File: config.mk
export PLATFORM = sky130hd
export DESIGN_NAME = sumsq_serial
export DESIGN_NICKNAME = d
export VERILOG_FILES = /design/src/rtl/sumsq_serial.sv
export SDC_FILE = /design/constraint.sdc
export NUM_CORES = 1
export LEC_CHECK = 0
export ABC_CLOCK_PERIOD_IN_PS = 2500
export CORE_MARGIN = 4
export CORE_UTILIZATION = 38
export CTS_CLUSTER_DIAMETER = 200
export DETAILED_ROUTE_END_ITERATION = 8
export GPL_ROUTABILITY_DRIVEN = 1
export PLACE_DENSITY_LB_ADDON = 0.1
export REMOVE_ABC_BUFFERS = 1
export SLEW_MARGIN = 25
export SYNTH_ARGS = -nofsm -noshare
export SYNTH_HDL_FRONTEND = slang
export SYNTH_SLANG_ARGS = --single-unit
File: constraint.sdc
create_clock -name CLK -period 2.5 [get_ports CLK]
set_clock_uncertainty 0.2 [all_clocks]
set_input_delay 0.375 -clock CLK [delete_from_list [all_inputs] [get_ports CLK]]
set_output_delay 0.375 -clock CLK [all_outputs]
set_load 0.005 [all_outputs]
File: src/rtl/sumsq_serial.sv
// Serial X*X + Y*Y with a shift-add multiplier, saturated to OW bits, valid/ready on both sides.
// Define SUMSQ_OVF_FLAG_EN to add the OVF output flagging a saturated result.
module sumsq_serial #(
    parameter int W  = 4,
    parameter int OW = 8
) (
    input  logic          CLK,
    input  logic          RST_N,
    input  logic [W-1:0]  X,
    input  logic [W-1:0]  Y,
    input  logic          IN_VALID,
    output logic          IN_READY,
    output logic [OW-1:0] O,
    output logic          OUT_VALID,
    input  logic          OUT_READY
`ifdef SUMSQ_OVF_FLAG_EN
    ,
    output logic          OVF
`endif
);

    localparam int CW = (W > 1) ? $clog2(W) : 1;
    localparam logic [CW-1:0] CNT_LAST = CW'(W - 1);

    typedef enum logic [1:0] {
        IDLE = 2'd0,
        MULX = 2'd1,
        MULY = 2'd2,
        DONE = 2'd3
    } state_t;

    state_t          state_q, state_d;
    logic [OW:0]     acc_q, acc_d;
    logic [OW-1:0]   mcand_q, mcand_d;
    logic [W-1:0]    mplr_q, mplr_d;
    logic [W-1:0]    yh_q, yh_d;
    logic [CW-1:0]   cnt_q, cnt_d;
    logic [OW-1:0]   o_q, o_d;
`ifdef SUMSQ_OVF_FLAG_EN
    logic            ovf_q, ovf_d;
`endif

    logic [OW:0]     addend;
    logic [OW:0]     acc_step;

    // The sum never exceeds OW+1 bits, so only the carry bit decides saturation.
    function automatic logic [OW-1:0] sat_sum(input logic [OW:0] v);
        return v[OW] ? {OW{1'b1}} : v[OW-1:0];
    endfunction

    assign addend   = mplr_q[0] ? {1'b0, mcand_q} : '0;
    assign acc_step = acc_q + addend;

    always_comb begin
        state_d = state_q;
        acc_d   = acc_q;
        mcand_d = mcand_q;
        mplr_d  = mplr_q;
        yh_d    = yh_q;
        cnt_d   = cnt_q;
        o_d     = o_q;
`ifdef SUMSQ_OVF_FLAG_EN
        ovf_d   = ovf_q;
`endif
        case (state_q)
            IDLE: begin
                if (IN_VALID) begin
                    mcand_d = {{(OW-W){1'b0}}, X};
                    mplr_d  = X;
                    yh_d    = Y;
                    acc_d   = '0;
                    cnt_d   = '0;
`ifdef SUMSQ_OVF_FLAG_EN
                    ovf_d   = 1'b0;
`endif
                    state_d = MULX;
                end
            end
            MULX: begin
                acc_d   = acc_step;
                mcand_d = mcand_q << 1;
                mplr_d  = mplr_q >> 1;
                cnt_d   = cnt_q + CW'(1);
                if (cnt_q == CNT_LAST) begin
                    // Reload the multiplier pair with Y; ACC keeps X*X.
                    mcand_d = {{(OW-W){1'b0}}, yh_q};
                    mplr_d  = yh_q;
                    cnt_d   = '0;
                    state_d = MULY;
                end
            end
            MULY: begin
                acc_d   = acc_step;
                mcand_d = mcand_q << 1;
                mplr_d  = mplr_q >> 1;
                cnt_d   = cnt_q + CW'(1);
                if (cnt_q == CNT_LAST) begin
                    cnt_d   = '0;
                    o_d     = sat_sum(acc_step);
`ifdef SUMSQ_OVF_FLAG_EN
                    ovf_d   = acc_step[OW];
`endif
                    state_d = DONE;
                end
            end
            DONE: begin
                if (OUT_READY) begin
                    state_d = IDLE;
                end
            end
            default: state_d = IDLE;
        endcase
    end

    always_ff @(posedge CLK or negedge RST_N) begin
        if (!RST_N) begin
            state_q <= IDLE;
            acc_q   <= '0;
            mcand_q <= '0;
            mplr_q  <= '0;
            yh_q    <= '0;
            cnt_q   <= '0;
            o_q     <= '0;
`ifdef SUMSQ_OVF_FLAG_EN
            ovf_q   <= 1'b0;
`endif
        end else begin
            state_q <= state_d;
            acc_q   <= acc_d;
            mcand_q <= mcand_d;
            mplr_q  <= mplr_d;
            yh_q    <= yh_d;
            cnt_q   <= cnt_d;
            o_q     <= o_d;
`ifdef SUMSQ_OVF_FLAG_EN
            ovf_q   <= ovf_d;
`endif
        end
    end

    // Handshake flags decode the registered state only.
    assign IN_READY  = (state_q == IDLE);
    assign OUT_VALID = (state_q == DONE);
    assign O         = o_q;
`ifdef SUMSQ_OVF_FLAG_EN
    assign OVF       = ovf_q;
`endif

endmodule

==> run summary <==
* **area fraction in compound gates after synthesis** 0.185
* **sum of net half-perimeters after detailed placement** 3.46 mm
* **PortBufs** 21
* **status** complete, but fails checks
* **post-route DRC violation count** 0
* **number of sinks driven by the clock tree** 37
* **largest family of logic cells by synthesized area** simple AND/OR/NAND/NOR gates
* **startpoint of the most critical register-to-register path** mplr_q[0]$_DFFE_PN0P_
* **violated checks** hold timing
* **category of the critical setup timing path** reg2reg
* **Simple-Gate Fraction of Synth Area** 0.215
* **Yosys warning count** 0
* **number of buffers created by CTS** 5
* **number of global-route vias before repair** 1691
* **FF-to-FF setup slack** 0.10 ns
* **netlist area before placement** 0.00211 mm²
* **cell count after synthesis** 223
* **global placer's final weighted congestion** 0.804
* **utilization after layout** 0.515
* **detail-routed net length per standard cell** 14.1 µm
* **total count of max-transition violations in the final report** 0
* **sequential area share after synthesis** 0.439
* **TritonCTS clock tree** done
* **Die ar.** 0.00680 mm²
* **final critical-path share of the clock period** 0.960
* **final-layout fill cell count** 501
* **hold crit path type** in2async
* **startpoint type of the worst setup path** flop
* **summed negative setup slack over all endpoints** 0 ns
* **detailed-routing iteration count for the pre-antenna-repair pass** 4
* **unrepaired setup endpoints after global routing** true
* **depth of the worst register-to-register path** 9
* **starting density of the core** 0.403
* **adder and majority cell fraction of the synthesized area** 0.0926
* **Die X-Extent** 82.5 µm
* **number of antenna violations at the first check in global routing** 0
* **fraction of synthesized cell area in xor and xnor cells** 0.0166
* **Area Growth Syn to Fin** 27.8%
* **post-synthesis register bit count** 37
* **total detailed-routing wirelength** 4.71 mm
* **Core Box Area** 0.00524 mm²
* **post-layout minimum cycle time** 2.40 ns
* **post-DR vias/cell** 5.12
* **wire length of the first global-routing pass** 8.14 mm
* **die extent in y** 82.5 µm
* **share of final-layout standard cells stronger than drive strength 1** 0.194
* **number of standard cells in the final layout excluding fillers** 333
* **sum of overflow across all layers after global routing** 0
* **multiplexer fraction of the synthesized cell area** 0.0267
* **Leakage Power** 1.18 nW
* **library cells used by synthesis** 40
* **RR Endpoint** O[6]$_DFFE_PN0P_
* **Antenna diodes** 0
* **pin count of the biggest net entering global routing** 38
* **slew of the pin with the lowest slew margin** 0.843 ns
* **Worst Setup End Kind** flop
* **endpoint arrival time on the critical path** 2.42 ns
* **worst vdd rail ir drop** 0.824 mV
* **# nets final** 289
* **clock edge transition at the registers on the reported setup and hold paths** 0.07 ns
* **maximum fanout encountered on the critical timing path** 5
* **Maximum Capacitance Violations** 0
* **dpl cells** 324
* **Worst Hold Margin** -0.0200 ns
* **fmax** 417 MHz
* **max_slew headroom** 0.438
* **final hold vios** 21
* **count of standard-cell rows** 26
* **maximum level of the CTS H-tree** 2
* **antenna-violating nets left** 0
* **global-route usage over all layers** 0.158
* **power density normalized to cell area** 1260 mW/mm²
* **total vias in the final route** 1705
* **count of boundary I/O pins** 22
* **initial DRC count** 47
* **Setup violations, final** 0
* **clk_lat worst skew** 0.29 ns
* **Post-Syn Area per Cell** 9.45 µm²
* **pre-CTS setup slack** -0.0390 ns
* **smallest setup slack after layout** 0.100 ns
* **largest buffer count on any clock path** 2
* **Worst EP required** 2.52 ns
* **clock root buffer** clkbuf_8
state kept, by name, indices dropped and copies added (netlist names):
name,flops
mplr_q,4
state_q,2
acc_q,9
O,8
cnt_q,2
mcand_q,8
yh_q,4
cells in the mapped netlist:
| master | instances | area share |
|---|---|---|
| nor4_1 | 1 | 0.0030 |
| xnor2_1 | 3 | 0.012 |
| o21a_1 | 2 | 0.0071 |
| a211oi_1 | 2 | 0.0071 |
| nand3_1 | 8 | 0.019 |
| a31oi_1 | 6 | 0.018 |
| nor2b_1 | 6 | 0.018 |
| dfrtp_1 | 37 | 0.44 |
| a32o_1 | 3 | 0.014 |
| a21oi_2 | 2 | 0.0083 |
| o31ai_1 | 2 | 0.0071 |
| or2_4 | 1 | 0.0042 |
| inv_1 | 4 | 0.0071 |
| or3_2 | 1 | 0.0036 |
| xor2_1 | 1 | 0.0042 |
| nand2_1 | 27 | 0.048 |
| mux2_2 | 5 | 0.027 |
| nand4_1 | 2 | 0.0059 |
| nand3b_1 | 1 | 0.0036 |
| o211a_1 | 1 | 0.0047 |
| a22o_1 | 4 | 0.017 |
| a21o_1 | 2 | 0.0071 |
| or3b_1 | 1 | 0.0042 |
| o31a_1 | 1 | 0.0042 |
| nand2b_1 | 7 | 0.021 |
| ha_1 | 14 | 0.083 |
| o21ai_0 | 18 | 0.043 |
| o2111ai_1 | 1 | 0.0042 |
| nor2_1 | 21 | 0.037 |
| a21oi_1 | 10 | 0.024 |
| nor3_1 | 2 | 0.0047 |
| and2_0 | 1 | 0.0030 |
| and2_1 | 12 | 0.036 |
| fa_1 | 1 | 0.0095 |
| buf_2 | 3 | 0.0071 |
| and4b_1 | 1 | 0.0047 |
| o22a_1 | 1 | 0.0042 |
| a311oi_4 | 1 | 0.012 |
| clkbuf_1 | 6 | 0.011 |
| o22ai_1 | 1 | 0.0030 |
area by class of cell:
class                      count  area, µm²  share of cell area
clock buffer                   6       72.6              0.0269
clock inverter                 2       10.0             0.00371
inverter                       4       15.0             0.00557
multi-input combinational    173       1220               0.455
sequential                    37        926               0.344
tap                           70       87.6              0.0325
timing repair buffer          41        359               0.133
logic make-up after synthesis:
kind of cell | Yosys count
AND/OR/NAND/NOR | 92
adder cells (fa/ha/maj) | 15
AO/OA/AOI/OAI | 57
XOR/XNOR | 4
flip-flops | 37
multiplexers | 5
buffers and inverters | 13
worst max-delay path, cell delays in order (launching register included):
cell	delay, ns
dfrtp_1	0.42
buf_4	0.16
and2_1	0.15
ha_1	0.28
buf_4	0.13
nand2_1	0.10
o21ai_1	0.19
a211oi_1	0.09
or3_2	0.43
a31oi_1	0.17
layer usage:
| layer | global-route usage | wire, µm | vias up | share of wire |
|---|---|---|---|---|
| met3 | 0.0369 | 152 | 6 | 0.032 |
| met1 | 0.224 | 2280 | 812 | 0.48 |
| li1 | - | - | 863 | - |
| met2 | 0.237 | 2210 | 24 | 0.47 |
| met5 | 0 | 0 | - | 0 |
| met4 | 0.0465 | 60 | 0 | 0.013 |
power breakdown:
group | switching, W | internal [W] | total (W)
Clock | 0.000211 | 0.000193 | 0.000405
Combinational | 0.000996 | 0.000943 | 0.00194
Sequential | 0.000187 | 0.000871 | 0.00106
Total | 0.00140 | 0.00201 | 0.00340
cell usage in the layout, fill, tap and decap left out, types with 2 or more instances in the layout:
cell type	Yosys	routed
a31oi_1	6	6
o21ai_0	18	17
a22o_1	4	4
nor2b_1	6	6
dfrtp_1	37	37
xnor2_1	3	3
a211oi_1	2	2
nand2_1	27	27
a21oi_2	2	4
a21o_1	2	2
a32o_1	3	3
nand2b_1	7	7
ha_4	0	4
nand3_1	8	7
clkdlybuf4s50_1	0	20
a21oi_1	10	8
o21a_1	2	2
nand4_1	2	2
inv_1	4	4
and2_4	0	2
clkinv_2	0	2
clkbuf_8	0	5
buf_4	0	19
mux2_2	5	5
nor2_1	21	21
and2_1	12	10
ha_1	14	10
stage by stage:
step / area (µm²) / total power (W)
floorplan: 2070 / 0.00217
global placement: 2510 / 0.00289
detailed placement: 2510 / 0.00290
CTS: 2600 / 0.00334
global route: 2700 / 0.00373
finish: 2700 / 0.00340
worst max-delay path by stage:
stage | to | slack (ns) | startpoint
after floorplan | O[2]$_DFFE_PN0P_ | 0.04 | mplr_q[0]$_DFFE_PN0P_
after global placement | O[2]$_DFFE_PN0P_ | 0.04 | mplr_q[0]$_DFFE_PN0P_
after detailed placement | O[3]$_DFFE_PN0P_ | -0.04 | mplr_q[0]$_DFFE_PN0P_
after CTS | O[2]$_DFFE_PN0P_ | 0.01 | mplr_q[0]$_DFFE_PN0P_
after global routing | O[6]$_DFFE_PN0P_ | -0.02 | mplr_q[0]$_DFFE_PN0P_
final | O[6]$_DFFE_PN0P_ | 0.10 | mplr_q[0]$_DFFE_PN0P_
repair_timing:
item,4_1_cts,5_1_grt
pin swaps,0,5
hold buffers,0,0
setup buffers,1,0
endpoints found under the setup margin,8,12
hold endpoints to repair,0,0
resized for setup,2,15
(Power assumes the default switching activity.)
